## src/rtl/hazard_unit.sv

```systemverilog
`default_nettype none
// ============================================================================
// Module      : hazard_unit
// Description : Pipeline hazard control for a 5-stage MIPS-style core.
//               Produces PC/IF-ID/ID-EX stalls, IF-ID/ID-EX flushes, ALU
//               operand forwarding selects and a multicycle multu sequencer.
//               Build option: define HAZARD_FORWARD_EN to enable M/W operand
//               forwarding; otherwise any E/M dependency stalls D.
// Revision    : 1.0 - initial release
// ============================================================================
module hazard_unit #(
    parameter int MUL_LAT = 4
) (
    input  logic       clk,
    input  logic       rst,
    input  logic [4:0] rsD,
    input  logic [4:0] rtD,
    input  logic [4:0] rsE,
    input  logic [4:0] rtE,
    input  logic [4:0] write_regE,
    input  logic [4:0] write_regM,
    input  logic [4:0] write_regW,
    input  logic       we_regE,
    input  logic       we_regM,
    input  logic       we_regW,
    input  logic       dm2regE,
    input  logic       dm2regM,
    input  logic       multu_enE,
    input  logic       branch_takenE,
    input  logic       jumpD,
    input  logic       jr_selD,
    output logic       stallF,
    output logic       stallD,
    output logic       stallE,
    output logic       flushD,
    output logic       flushE,
    output logic [1:0] fwd_aE,
    output logic [1:0] fwd_bE,
    output logic       mul_busy,
    output logic       mul_done
);

    localparam logic [0:0] c_S_IDLE   = 1'b0;
    localparam logic [0:0] c_S_BUSY   = 1'b1;
    localparam logic [2:0] c_CNT_LOAD = 3'(MUL_LAT - 2);

    logic [0:0] r_state;
    logic [0:0] w_state_nxt;
    logic [2:0] r_cnt;
    logic [2:0] w_cnt_nxt;
    logic       w_mul_done;
    logic       w_mul_stall;
    logic       w_load_use;
    logic [1:0] w_fwd_a;
    logic [1:0] w_fwd_b;

    // Multiplier sequencer state register
    always_ff @(posedge clk) begin
        if (rst) begin
            r_state <= c_S_IDLE;
            r_cnt   <= 3'd0;
        end else begin
            r_state <= w_state_nxt;
            r_cnt   <= w_cnt_nxt;
        end
    end

    // Multiplier sequencer next state: IDLE -> BUSY on multu, count down to 0
    always_comb begin
        w_state_nxt = r_state;
        w_cnt_nxt   = r_cnt;
        case (r_state)
            c_S_IDLE: begin
                if (multu_enE) begin
                    w_state_nxt = c_S_BUSY;
                    w_cnt_nxt   = c_CNT_LOAD;
                end
            end
            c_S_BUSY: begin
                if (r_cnt == 3'd0) begin
                    w_state_nxt = c_S_IDLE;
                end else begin
                    w_cnt_nxt = r_cnt - 3'd1;
                end
            end
            default: begin
                w_state_nxt = c_S_IDLE;
                w_cnt_nxt   = 3'd0;
            end
        endcase
    end

    // The first multu cycle is spent in IDLE, so the hold covers MUL_LAT-1
    // cycles and releases on the cycle that writes HI/LO.
    assign w_mul_done  = (r_state == c_S_BUSY) && (r_cnt == 3'd0);
    assign w_mul_stall = ((r_state == c_S_BUSY) && !w_mul_done) ||
                         ((r_state == c_S_IDLE) && multu_enE);

`ifdef HAZARD_FORWARD_EN
    // Select the youngest in-flight writer of src; r0 never forwards
    function automatic logic [1:0] fwd_sel(input logic [4:0] src);
        if (src == 5'd0)                          return 2'b00;
        else if (we_regM && (write_regM == src))  return 2'b10;
        else if (we_regW && (write_regW == src))  return 2'b01;
        else                                      return 2'b00;
    endfunction

    assign w_fwd_a = fwd_sel(rsE);
    assign w_fwd_b = fwd_sel(rtE);

    // Only a load in E cannot be forwarded in time for the consumer in D
    assign w_load_use = dm2regE && we_regE && (write_regE != 5'd0) &&
                        ((write_regE == rsD) || (write_regE == rtD));

    logic w_unused_ok;
    assign w_unused_ok = &{1'b0, dm2regM};
`else
    // Without forwarding any pending E or M write to a D source must drain;
    // W is covered by the write-first register file.
    function automatic logic dep_hit(input logic [4:0] src);
        return (src != 5'd0) &&
               ((we_regE && (write_regE == src)) ||
                (we_regM && (write_regM == src)));
    endfunction

    assign w_fwd_a    = 2'b00;
    assign w_fwd_b    = 2'b00;
    assign w_load_use = dep_hit(rsD) || dep_hit(rtD);

    logic w_unused_ok;
    assign w_unused_ok = &{1'b0, dm2regE, dm2regM, rsE, rtE, write_regW, we_regW};
`endif

    // Output priority: reset, multicycle stall, branch flush, load-use, jump
    always_comb begin
        stallF   = 1'b0;
        stallD   = 1'b0;
        stallE   = 1'b0;
        flushD   = 1'b0;
        flushE   = 1'b0;
        fwd_aE   = 2'b00;
        fwd_bE   = 2'b00;
        mul_busy = 1'b0;
        mul_done = 1'b0;
        if (!rst) begin
            fwd_aE   = w_fwd_a;
            fwd_bE   = w_fwd_b;
            mul_busy = (r_state == c_S_BUSY);
            mul_done = w_mul_done;
            if (w_mul_stall) begin
                stallF = 1'b1;
                stallD = 1'b1;
                stallE = 1'b1;
            end else if (branch_takenE) begin
                flushD = 1'b1;
                flushE = 1'b1;
            end else if (w_load_use) begin
                stallF = 1'b1;
                stallD = 1'b1;
                flushE = 1'b1;
            end else begin
                flushD = jumpD || jr_selD;
            end
        end
    end

endmodule
`default_nettype wire

```

## config.mk

```make
export PLATFORM = sky130hd
export DESIGN_NAME = hazard_unit
export DESIGN_NICKNAME = d
export VERILOG_FILES = /design/src/rtl/hazard_unit.sv
export SDC_FILE = /design/constraint.sdc
export NUM_CORES = 1
export LEC_CHECK = 0
export BUFFER_PORTS_ARGS = -buffer_cell sky130_fd_sc_hd__buf_2
export CAP_MARGIN = 0
export CORE_UTILIZATION = 34
export DETAILED_ROUTE_END_ITERATION = 8
export GPL_ROUTABILITY_DRIVEN = 0
export PLACE_DENSITY = 0.78
export SLEW_MARGIN = 5
export SYNTH_ARGS = -nofsm -noshare
export SYNTH_HDL_FRONTEND = slang
export SYNTH_SLANG_ARGS = --single-unit
```

## constraint.sdc

```tcl
create_clock -name clk -period 1.65 [get_ports clk]
set_input_delay 0.2475 -clock clk [delete_from_list [all_inputs] [get_ports clk]]
set_output_delay 0.2475 -clock clk [all_outputs]
set_load 0.02 [all_outputs]
```

==> impl_metrics.env <==
export IMPL_status="finished with violations"
export IMPL_failed_checks="negative setup slack"
export IMPL_critPathKind="reg2out"
export IMPL_fin_skew_ns=0.0004969
export IMPL_numCtsBuffers=3
export IMPL_synth_top_area_share_pct=31.32
export IMPL_die_x_um=42.56
export IMPL_io_buffer_count=34
export IMPL_path_delay_family="flip-flops"
export IMPL_p_seq_share_pct=21.0
export IMPL_synth_common_cells="xnor2_1 (20), nor2_1 (9), nand2_1 (6)"
export IMPL_fp_dieH_um=42.56
export IMPL_switching_share_pct=35.75
export IMPL_layout_nets=164
export IMPL_layout_drive_gt1_share_pct=58.77
export IMPL_clock_sinks=4
export IMPL_start_util_pct=36.70
export IMPL_h_tree_depth=1
export IMPL_crit_required_ns=1.40
export IMPL_first_pass_iters=2
export IMPL_cts_root_buf="clkbuf_4"
export IMPL_dp_hpwl_um=1118
export IMPL_path_clk_slew_ns=0.03
export IMPL_yosysWarningCount=0
export IMPL_switchingPower_mw=0.1944
export IMPL_ys_async_sr_fraction_pct=0
export IMPL_grt_max_degree=10
export IMPL_rsz0062_at_grt="yes"
export IMPL_path_buf_inv=3
export IMPL_ys_top_cells_by_area="xnor2_1 (31%), dfxtp_1 (14%), buf_4 (6.7%)"
export IMPL_coreArea_sq_um=1524
export IMPL_fp_dieArea_sq_um=1811
export IMPL_cp_cell_sequence="inv_2 > ha_4 > ha_4 > a21o_1 > nor2_4 > inv_2 > o31ai_4 > buf_6"
export IMPL_synth_seq_cells=4
export IMPL_worst_path_largest_cell_delay_ns=0.32
export IMPL_fill_cells=128
export IMPL_hold_viol=0
export IMPL_cp_arrival_ns=1.46
export IMPL_routed_wl_um=1555
export IMPL_ir_worst_vdd_mv=0.3411
export IMPL_powerDensity_nw_per_um2=564.3
export IMPL_total_power_mw=0.5437
export IMPL_leakagePower_nw=0.4369
export IMPL_crit_path_top_delay_cell="dfxtp_2"
export IMPL_hold_path_class="in2reg"
export IMPL_netlist_instances=76
export IMPL_antenna_found_initial=0
export IMPL_crit_fanout=5
export IMPL_avgRoutedWirePerCell_um=11.96
export IMPL_placed_cells=124
export IMPL_instances_no_fill=130
export IMPL_holdBufCountCts=0
export IMPL_p_comb_share_pct=57.8
export IMPL_grtUsageTotal_pct=15.02
export IMPL_post_place_ws_ns=-0.03390
export IMPL_netlist_area_sq_um=559.3
export IMPL_final_setup_viol_count=3
export IMPL_ios=57
export IMPL_maxSlewViolCount=0
export IMPL_first_iter_violations=5
export IMPL_whs_ns=0.3535
export IMPL_tns_ns=-0.1299
export IMPL_grt_pass1_wl_um=2097
export IMPL_synth_most_common_cell="xnor2_1"
export IMPL_via_per_inst=4.931
export IMPL_finalCriticalPeriod_ns=1.705
export IMPL_detail_route_antenna_nets=0
export IMPL_register_area_sq_um=82.58
export IMPL_final_area_sq_um=963.4
export IMPL_ys_seq_area_share_pct=14.32
export IMPL_synth_distinct_cells=22
export IMPL_cts_tree="yes"
export IMPL_grt_pass1_vias=549
export IMPL_cap_violations=0
export IMPL_num_rows=14
export IMPL_antenna_cells=0
export IMPL_clockBufferDepth=2
export IMPL_fin_ws_ns=-0.05541
export IMPL_cp_start_kind="register"
export IMPL_placed_area_sq_um=769.5
export IMPL_final_util_pct=63.22
export IMPL_clk_insertion_delay_late_ns=0.23
export IMPL_power_frac_clock_pct=21.2
export IMPL_synth_top_flop_cell="dfxtp_1"
export IMPL_overflow=0
export IMPL_avgSynthCellArea_sq_um=7.359
export IMPL_vias=641
export IMPL_synth_area_leader_cell="xnor2_1"
export IMPL_internal_power_mw=0.3493
export IMPL_area_growth_pct=72.26
export IMPL_end_kind="output port"
export IMPL_synth_edf_count=0
export IMPL_fmax_mhz=586.4
export IMPL_finalCritPeriodShare_pct=103.4
export IMPL_multiInputGateArea_sq_um=575.6
export IMPL_drc_errors=0
-- final timing paths --
| path | cells past startpoint | slack [ns] | startpoint | end |
|---|---|---|---|---|
| worst min-delay path | 2 | 0.35 | rst | r_state |
| worst max-delay path | 8 | -0.06 | r_cnt[0] | stallF |
| worst max register to register | 8 | 0.06 | r_cnt[0] | r_cnt[1] |
| worst min register to register | 2 | 0.50 | r_cnt[1] | r_cnt[1] |
-- area by class of cell --
| type | instances | share of cell area (%) |
|---|---|---|
| clock buffer | 3 | 2.338 |
| inverter | 5 | 1.948 |
| multi-input combinational | 64 | 59.74 |
| sequential | 4 | 8.571 |
| tap | 16 | 2.078 |
| timing repair buffer | 38 | 25.32 |
-- cells in the final DEF (no fill, tap or decap), types with 2 or more instances in the layout --
cell type,count
ha_4,2
o22ai_2,2
inv_1,2
inv_2,3
buf_2,24
nand4_1,4
xnor2_2,11
nor2b_1,2
buf_4,8
buf_6,5
xnor2_1,9
clkbuf_4,4
conb_1,4
nand2_1,6
dfxtp_1,2
nor2_1,8
nor3_1,3
dfxtp_2,2
a21oi_1,2
-- state kept, by name, summed over array words and instances (netlist names) --
register	cells
r_cnt	3
r_state	1
-- power by group through the flow --
| stage | Sequential [mW] | Clock (mW) | Combinational [mW] |
|---|---|---|---|
| after global routing | 0.115 | 0.126 | 0.336 |
| after global placement | 0.114 | 0 | 0.241 |
| after detailed placement | 0.114 | 0 | 0.250 |
| final | 0.114 | 0.115 | 0.314 |
| after floorplan | 0.113 | 0 | 0.173 |
| after CTS | 0.113 | 0.124 | 0.273 |
-- routing by layer --
layer	global-route usage (%)	vias up	part of all wire (%)
li1	-	325	-
met1	17.14	284	39
met2	26.77	30	54
met3	0.8621	2	5.9
met4	9.375	0	1.4
met5	0	-	0
-- repair_timing --
item,4_1_cts,5_1_grt
pin swaps,2,16
resized for setup,9,23
endpoints found under the setup margin,5,5
setup buffers,2,1
-- cells by family after synthesis --
| kind of cell | synth area share (%) |
|---|---|
| AOI/OAI and AO/OA | 15.88 |
| xor gates and xnor gates | 31.32 |
| and+or+nand+nor | 22.59 |
| DFF | 14.32 |
| buffers and inverters | 10.74 |
| adders and majority gates | 4.474 |
| other | 0.6705 |
Power figures use the tool's default switching activity.
